--- src/rtl/id_exe_reg_pkg.sv ---
// id_exe_reg_pkg: shared field widths, exe_cmd encodings, field-group structs and bubble constants
package id_exe_reg_pkg;
  localparam int DATA_W = 32;
  localparam int REG_W = 4;
  localparam int CMD_W = 4;
  localparam int SHOP_W = 12;
  localparam int IMM24_W = 24;
  localparam int STAT_W = 4;
  localparam logic [CMD_W-1:0] EXE_NOP = 4'b0000;
  localparam logic [CMD_W-1:0] EXE_MOV = 4'b0001;
  localparam logic [CMD_W-1:0] EXE_MVN = 4'b1001;
  localparam logic [CMD_W-1:0] EXE_ADD = 4'b0010;
  localparam logic [CMD_W-1:0] EXE_ADC = 4'b0011;
  localparam logic [CMD_W-1:0] EXE_SUB = 4'b0100;
  localparam logic [CMD_W-1:0] EXE_SBC = 4'b0101;
  localparam logic [CMD_W-1:0] EXE_AND = 4'b0110;
  localparam logic [CMD_W-1:0] EXE_ORR = 4'b0111;
  localparam logic [CMD_W-1:0] EXE_EOR = 4'b1000;
  typedef struct packed {
    logic valid;
    logic wb_en;
    logic mem_r_en;
    logic mem_w_en;
    logic b;
    logic s;
    logic imm;
    logic is_mem;
    logic [CMD_W-1:0] exe_cmd;
  } ctrl_t;
  typedef struct packed {
    logic [DATA_W-1:0] pc;
    logic [DATA_W-1:0] val_rn;
    logic [DATA_W-1:0] val_rm;
    logic [SHOP_W-1:0] shift_operand;
    logic [IMM24_W-1:0] signed_imm_24;
  } data_t;
  typedef struct packed {
    logic [REG_W-1:0] dest;
    logic [REG_W-1:0] src1;
    logic [REG_W-1:0] src2;
    logic [STAT_W-1:0] status;
  } regs_t;
  localparam ctrl_t CTRL_NOP = '0;
  localparam data_t DATA_NOP = '0;
  localparam regs_t REGS_NOP = '0;
endpackage

--- src/rtl/id_exe_reg_pipe_reg.sv ---
// pipe_reg: clk/rst/clr/en/d -> q register, priority rst > clr > hold (~en) > load, clears to zero
module pipe_reg #(
  parameter int WIDTH = 1
) (
  input  logic             clk,
  input  logic             rst,
  input  logic             clr,
  input  logic             en,
  input  logic [WIDTH-1:0] d,
  output logic [WIDTH-1:0] q
);
  always_ff @(posedge clk)
    q <= (rst || clr) ? '0 : en ? d : q;
endmodule

--- src/rtl/id_exe_reg.sv ---
// id_exe_reg: ID/EXE pipeline register; rst > flush (bubble) > freeze (hold) > load, all *_in registered to *_out plus is_mem_out/valid_out
module id_exe_reg
  import id_exe_reg_pkg::*;
(
  input  logic               clk,
  input  logic               rst,
  input  logic               flush,
  input  logic               freeze,
  input  logic [DATA_W-1:0]  pc_in,
  input  logic               wb_en_in,
  input  logic               mem_r_en_in,
  input  logic               mem_w_en_in,
  input  logic               b_in,
  input  logic               s_in,
  input  logic               imm_in,
  input  logic [CMD_W-1:0]   exe_cmd_in,
  input  logic [DATA_W-1:0]  val_rn_in,
  input  logic [DATA_W-1:0]  val_rm_in,
  input  logic [SHOP_W-1:0]  shift_operand_in,
  input  logic [IMM24_W-1:0] signed_imm_24_in,
  input  logic [REG_W-1:0]   dest_in,
  input  logic [REG_W-1:0]   src1_in,
  input  logic [REG_W-1:0]   src2_in,
  input  logic [STAT_W-1:0]  status_in,
  output logic [DATA_W-1:0]  pc_out,
  output logic               wb_en_out,
  output logic               mem_r_en_out,
  output logic               mem_w_en_out,
  output logic               b_out,
  output logic               s_out,
  output logic               imm_out,
  output logic [CMD_W-1:0]   exe_cmd_out,
  output logic [DATA_W-1:0]  val_rn_out,
  output logic [DATA_W-1:0]  val_rm_out,
  output logic [SHOP_W-1:0]  shift_operand_out,
  output logic [IMM24_W-1:0] signed_imm_24_out,
  output logic [REG_W-1:0]   dest_out,
  output logic [REG_W-1:0]   src1_out,
  output logic [REG_W-1:0]   src2_out,
  output logic [STAT_W-1:0]  status_out,
  output logic               is_mem_out,
  output logic               valid_out
);
  ctrl_t ctrl_d, ctrl_q;
  data_t data_d, data_q;
  regs_t regs_d, regs_q;
  assign ctrl_d = '{valid: 1'b1, wb_en: wb_en_in, mem_r_en: mem_r_en_in, mem_w_en: mem_w_en_in,
                    b: b_in, s: s_in, imm: imm_in, is_mem: mem_r_en_in | mem_w_en_in, exe_cmd: exe_cmd_in};
  assign data_d = '{pc: pc_in, val_rn: val_rn_in, val_rm: val_rm_in,
                    shift_operand: shift_operand_in, signed_imm_24: signed_imm_24_in};
  assign regs_d = '{dest: dest_in, src1: src1_in, src2: src2_in, status: status_in};
  pipe_reg #(.WIDTH($bits(ctrl_t))) u_ctrl (.clk(clk), .rst(rst), .clr(flush), .en(!freeze), .d(ctrl_d), .q(ctrl_q));
  pipe_reg #(.WIDTH($bits(data_t))) u_data (.clk(clk), .rst(rst), .clr(flush), .en(!freeze), .d(data_d), .q(data_q));
  pipe_reg #(.WIDTH($bits(regs_t))) u_regs (.clk(clk), .rst(rst), .clr(flush), .en(!freeze), .d(regs_d), .q(regs_q));
  assign valid_out = ctrl_q.valid;
  assign wb_en_out = ctrl_q.wb_en;
  assign mem_r_en_out = ctrl_q.mem_r_en;
  assign mem_w_en_out = ctrl_q.mem_w_en;
  assign b_out = ctrl_q.b;
  assign s_out = ctrl_q.s;
  assign imm_out = ctrl_q.imm;
  assign is_mem_out = ctrl_q.is_mem;
  assign exe_cmd_out = ctrl_q.exe_cmd;
  assign pc_out = data_q.pc;
  assign val_rn_out = data_q.val_rn;
  assign val_rm_out = data_q.val_rm;
  assign shift_operand_out = data_q.shift_operand;
  assign signed_imm_24_out = data_q.signed_imm_24;
  assign dest_out = regs_q.dest;
  assign src1_out = regs_q.src1;
  assign src2_out = regs_q.src2;
  assign status_out = regs_q.status;
endmodule

--- config.mk ---
export PLATFORM = sky130hd
export DESIGN_NAME = id_exe_reg
export DESIGN_NICKNAME = d
export VERILOG_FILES = /design/src/rtl/id_exe_reg_pkg.sv /design/src/rtl/id_exe_reg_pipe_reg.sv /design/src/rtl/id_exe_reg.sv
export SDC_FILE = /design/constraint.sdc
export NUM_CORES = 1
export LEC_CHECK = 0
export BUFFER_PORTS_ARGS = -buffer_cell sky130_fd_sc_hd__buf_2
export CELL_PAD_IN_SITES_DETAIL_PLACEMENT = 0
export CELL_PAD_IN_SITES_GLOBAL_PLACEMENT = 1
export CORE_MARGIN = 5
export CORE_UTILIZATION = 30
export DETAILED_ROUTE_END_ITERATION = 6
export GPL_TIMING_DRIVEN = 0
export PLACE_DENSITY_LB_ADDON = 0.1
export SLEW_MARGIN = 20
export SYNTH_ARGS = -nofsm -noshare
export SYNTH_HDL_FRONTEND = slang
export SYNTH_SLANG_ARGS = --single-unit
--- constraint.sdc ---
create_clock -name clk -period 3.3 [get_ports clk]
set_clock_uncertainty 0.2 [all_clocks]
set_input_delay 0.33 -clock clk [delete_from_list [all_inputs] [get_ports clk]]
set_output_delay 0.33 -clock clk [all_outputs]
set_load 0.005 [all_outputs]
==> qor.yml, run 1 <==
outcome:
  outcome: "completed"
flow_run:
  max_cap_violations: 0
cells_and_area:
  fillers: 1739
  nNetsFinal: 1176
  fin_util: 0.524
  diodes: 0
  syn2layout_area_growth_pct: 71.7
  multi_input_area_um2: 2230
  seqCellArea_um2: 3200
  drive_above_1_share: 0.382
  finalNonFillerCells: 1261
clock_tree:
  cts-htree-levels: 4
  cts-buffers-inserted: 17
  cts_sinks: 160
  cts_root_buf: "clkbuf_16"
  cts_tree: "yes"
  clock_path_buffers: 2
  clk_latency_ns: 0.41
  clk_pin_slew_worst_paths_ns: 0.06
route:
  drtAntennaViolNets: 0
  dr.pass1.iters: 4
  vias: 5372
  drt-total-wl_um: 18800
  wl_per_cell_um: 14.9
  first_iter_violations: 94
  vias_per_cell: 4.26
  drc: 0
floorplanning:
  die_h_um: 148
  start_util: 0.305
  io_pins: 322
  die_w_um: 148
  row_count: 50
  fp.coreArea_um2: 18700
  die_area_um2: 21900
timing:
  finalSetupViolations: 0
  slew_viol_final: 0
  fmax_mhz: 689
  slew-limit-headroom: 0.700
  worstMarginPinSlew_ns: 0.450
  rsz0062_at_grt: "false"
  fin_crit_ns: 1.45
  hold_viol: 0
  timing.setup.tns_ns: 0
  whs_ns: 0.0219
  fin_crit_sh: 0.440
worst_setup_path:
  startpoint_type: "flop"
  path_class: "flop to output pin"
  critPathCaptureType: "output pin"
  reg2reg_depth: 2
  critical-path-max-stage-delay_ns: 0.37
  cp.required_ns: 2.77
  path_max_fanout: 2
  cpMaxStageDelayCell: "dfxtp_1"
  crit_path_cell_trace: "buf_2"
  worst-path-buf-inv: 1
  crit_arrival_ns: 0.92
  cp.depth: 1
  critPathTopFamily: "flip-flops"
power_and_ir_drop:
  ir_drop_mv: 0.334
  power_uw: 4670
  pwr_density_cell_nw_per_um2: 477
  p_leak_uw: 0.00505
synth:
  yosysSeqAreaShare: 0.561
  synth_area_um2: 5710
  avgSynthCellArea_um2: 11.0
  synth_top_cell_by_area: "dfxtp_1"
  yosys.area.top_type_share: 0.561
  syn_nets: 680
  ys_seq_elements: 160
  synthCells: 518
  ys_types: 13
  yosys_warnings: 0
  ys_top_cells_by_area: "dfxtp_1, mux2i_1, nor2_1"
place:
  dp.cells: 1072
  place_hpwl_um: 14000
  portBuffers: 320
  place.gp.congestion: 0.778
global_routing:
  antenna_found_initial: 0
  grt_max_degree: 17
  grt_usage: 0.170
  grt_pass1_vias: 5972
  overflow: 0
  grt_pass1_wl_um: 29800
min_path:
  min_path_type: "input port to flop"
  holdPathStages: 3
==> per-stage QoR <==
| step | setup slack, ns | cell area [um2] |
|---|---|---|
| 6_report | 1.85 | 9790 |
| 4_1_cts | 1.81 | 9790 |
| 3_3_place_gp | 1.70 | 7600 |
| 3_5_place_dp | 1.65 | 7600 |
| 2_1_floorplan | 1.98 | 5710 |
| 5_1_grt | 1.81 | 9790 |
==> routing by layer <==
layer | vias to the layer above | track usage | share of wire | wire (um)
li1 | 2699 | - | - | -
met1 | 2407 | 0.179 | 0.38 | 7140
met2 | 225 | 0.308 | 0.51 | 9530
met3 | 41 | 0.0592 | 0.086 | 1610
met4 | 0 | 0.0697 | 0.030 | 561
met5 | - | 0 | 0 | 0
==> state kept, by name, summed over array words and instances (netlist names) <==
signal    flops
u_regs.q     16
u_data.q    132
u_ctrl.q     12
==> power by group <==
part           leakage [uW]  total (uW)  switching, uW  internal, uW
sequential          0.00130        2030           30.9          2000
clock              0.000297        2060            797          1260
combinational       0.00345         586            235           351
total               0.00505        4670           1060          3610
==> synth_stat cells, drive strengths merged <==
cell    count
a21oi       1
mux2i     158
nor3        2
inv         1
buf        31
or2         1
nor2b       1
nor2      158
dfxtp     160
clkbuf      5
==> worst paths after layout <==
path	startpoint	to	slack (ns)
max	u_data.q[50]$_SDFFE_PP0N_	val_rm_out[14]	1.85
min	exe_cmd_in[2]	u_ctrl.q[2]$_SDFFE_PP0N_	0.02
max reg2reg	u_data.q[30]$_SDFFE_PP0N_	u_data.q[30]$_SDFFE_PP0N_	2.40
min reg2reg	u_ctrl.q[11]$_SDFFE_PP0N_	u_ctrl.q[11]$_SDFFE_PP0N_	0.26
==> cell families (layout without fill, tap and decap cells) <==
group / Yosys count / in the layout / synth area share
flip-flops: 160 / 160 / 0.561
multiplexers: 158 / 158 / 0.277
AND/OR/NAND/NOR: 162 / 162 / 0.112
buffers and inverters: 37 / 546 / 0.0482
AO/OA/AOI/OAI: 1 / 1 / 0.000876
==> layout make-up <==
cell class                      count  area share
Sequential cell                   160       0.327
Tap cell                          234      0.0299
Clock inverter                     11      0.0156
Timing Repair Buffer              477       0.324
Inverter                            1    0.000383
Buffer                             36      0.0277
Clock buffer                       21      0.0480
Multi-Input combinational cell    321       0.227
==> cell usage in the layout, fill, tap and decap left out, drive strengths merged <==
master and count:
clkinvlp 3, clkinv 2, inv 4, nor2b 1, clkbuf 26, dfxtp 160, mux2i 158, buf 351
nor3 2, or2 1, bufinv 3, a21oi 1, nor2 158, dlygate4sd3 157
==> what timing repair did <==
| action | 4_1_cts | 5_1_grt |
|---|---|---|
| gates resized for setup | 0 | 0 |
| buffers inserted | 0 | 0 |
| hold buffers | 157 | 0 |
| endpoints found under the hold margin | 157 | 0 |
No activity file was read; power rests on OpenSTA's default activity.
==> run 2, diff against run 1 <==
- clock period: 3.3 -> 1.39 ns (I/O delays scaled with it)
==> qor.yml, run 2 (same netlist as run 1, synthesis figures left out) <==
outcome:
  outcome: "completed"
floorplanning:
  fp.coreArea_um2: 18700  # unchanged
  io_pins: 322  # unchanged
  die_w_um: 148  # unchanged
  die_area_um2: 21900  # unchanged
  start_util: 0.305  # unchanged
  row_count: 50  # unchanged
  die_h_um: 148  # unchanged
power_and_ir_drop:
  ir_drop_mv: 0.789  # +140%
  power_uw: 11100  # +140%
  pwr_density_cell_nw_per_um2: 1130  # +140%
  p_leak_uw: 0.00505  # about the same
clock_tree:
  cts_sinks: 160  # unchanged
  clock_path_buffers: 2  # unchanged
  clk_pin_slew_worst_paths_ns: 0.06  # about the same
  cts_root_buf: "clkbuf_16"
  cts-htree-levels: 4  # unchanged
  cts_setup_buffers: 0  # unchanged
  cts-buffers-inserted: 17  # unchanged
  cts_tree: "yes"
  clk_latency_ns: 0.41  # about the same
cells_and_area:
  layout_commonest_cell: "buf_2"
  final_cell_mix: "buf_2, dfxtp_1, mux2i_1, dlygate4sd3_1, nor2_1"
  finish.instance_area_um2: 9800  # +0.10%
  fin_util: 0.524  # +0.000535
  finalNonFillerCells: 1262  # +0.079%
  drive_above_1_share: 0.381  # about the same
  reg_top3: "u_data.q x132, u_regs.q x16, u_ctrl.q x12"
  largest_register: "u_data.q"
  largest_reg_flops: 132  # unchanged
  diodes: 0  # unchanged
  syn2layout_area_growth_pct: 71.8
  nNetsFinal: 1177  # +0.085%
worst_setup_path:
  critical-path-max-stage-delay_ns: 0.37  # about the same
  startpoint_type: "flop"
  cp.required_ns: 1.05  # -1.72 ns
  crit_path_cell_trace: "buf_2"
  path_max_fanout: 2  # unchanged
  critPathCaptureType: "output pin"
  worst-path-buf-inv: 1  # unchanged
  crit_arrival_ns: 0.92  # about the same
  critPathTopFamily: "flip-flops"
  path_class: "flop to output pin"
  cpMaxStageDelayCell: "dfxtp_1"
timing:
  slew-limit-headroom: 0.691  # -0.00903
  hold_viol: 0  # unchanged
  fin_crit_ns: 1.26
  fin_crit_sh: 0.907
  slew_viol_final: 0  # unchanged
  rsz0062_at_grt: "false"
  worstMarginPinSlew_ns: 0.464  # +0.0135 ns
  fmax_mhz: 793
  finalSetupViolations: 0  # unchanged
flow_run:
  max_cap_violations: 0  # unchanged
global_routing:
  overflow: 0  # unchanged
  antenna_found_initial: 0  # unchanged
  grt_pass1_vias: 5982  # +0.17%
  grt_usage: 0.170  # unchanged
  grt_max_degree: 17  # unchanged
  grt_pass1_wl_um: 29800  # about the same
place:
  dp.cells: 1072  # unchanged
  place.gp.congestion: 0.778  # unchanged
  portBuffers: 320  # unchanged
  place_hpwl_um: 14000  # unchanged
  placedInstanceArea_um2: 7600  # unchanged
min_path:
  min_path_type: "input port to flop"
route:
  vias: 5400  # +0.52%
  vias_per_cell: 4.28  # +0.44%
  drc: 0  # unchanged
  drt-total-wl_um: 18800  # about the same
  dr.pass1.iters: 4  # unchanged
  wl_per_cell_um: 14.9  # -0.17%
  drtAntennaViolNets: 0  # unchanged
  first_iter_violations: 102  # +8.5%
[run 2: cell types whose count changed in the layout (fill, tap and decap cells not counted)]
cell           change
dlygate4sd3_1      +1
[run 2: area by class of cell]
class,instances,area [um2]
Inverter,1,3.75
Tap cell,234,293
Buffer,36,272
Multi-Input combinational cell,321,2230
Clock inverter,11,153
Timing Repair Buffer,478,3180
Fill cell,1738,8900
Sequential cell,160,3200
Clock buffer,21,470
[run 2: tightest hold or removal path, delay by kind of cell]
kind | cells | cell delay [ns]
buf+inv | 2 | 0.41
simple gates | 2 | 0.19
[run 2: power breakdown]
part           switching [uW]  total, uW  internal [uW]
sequential               73.4       4810           4740
combinational             559       1390            834
clock                    1880       4870           2990
[run 2: routing by layer]
metal / wire, um / part of all wire / global-route usage
met1: 7130 / 0.38 / 0.179
met5: 0 / 0 / 0
met3: 1630 / 0.086 / 0.0592
met4: 541 / 0.029 / 0.0697
met2: 9520 / 0.51 / 0.308
[run 2: worst paths after layout]
path | depth (start not counted) | endpoint | from | slack (ns)
hold reg to reg | 2 | u_ctrl.q[11]$_SDFFE_PP0N_ | u_ctrl.q[11]$_SDFFE_PP0N_ | 0.25
hold / removal | 4 | u_ctrl.q[4]$_SDFFE_PP0N_ | freeze | 0.17
setup reg to reg | 2 | u_data.q[30]$_SDFFE_PP0N_ | u_data.q[30]$_SDFFE_PP0N_ | 0.49
setup / recovery | 1 | val_rm_out[14] | u_data.q[50]$_SDFFE_PP0N_ | 0.13
[run 2: what timing repair did]
item / in CTS / in global routing
hold buffers: 158 / 0
resized for setup: 0 / 0
hold endpoints to repair: 159 / 0
[run 2: per-stage QoR]
step	hold slack [ns]	setup TNS [ns]	setup slack [ns]
floorplan	0.0829	0	0.261
global placement	0.167	-0.237	-0.0226
detailed placement	0.178	-1.27	-0.0731
CTS	0.174	0	0.0920
global route	0.209	0	0.0924
finish	0.173	0	0.130
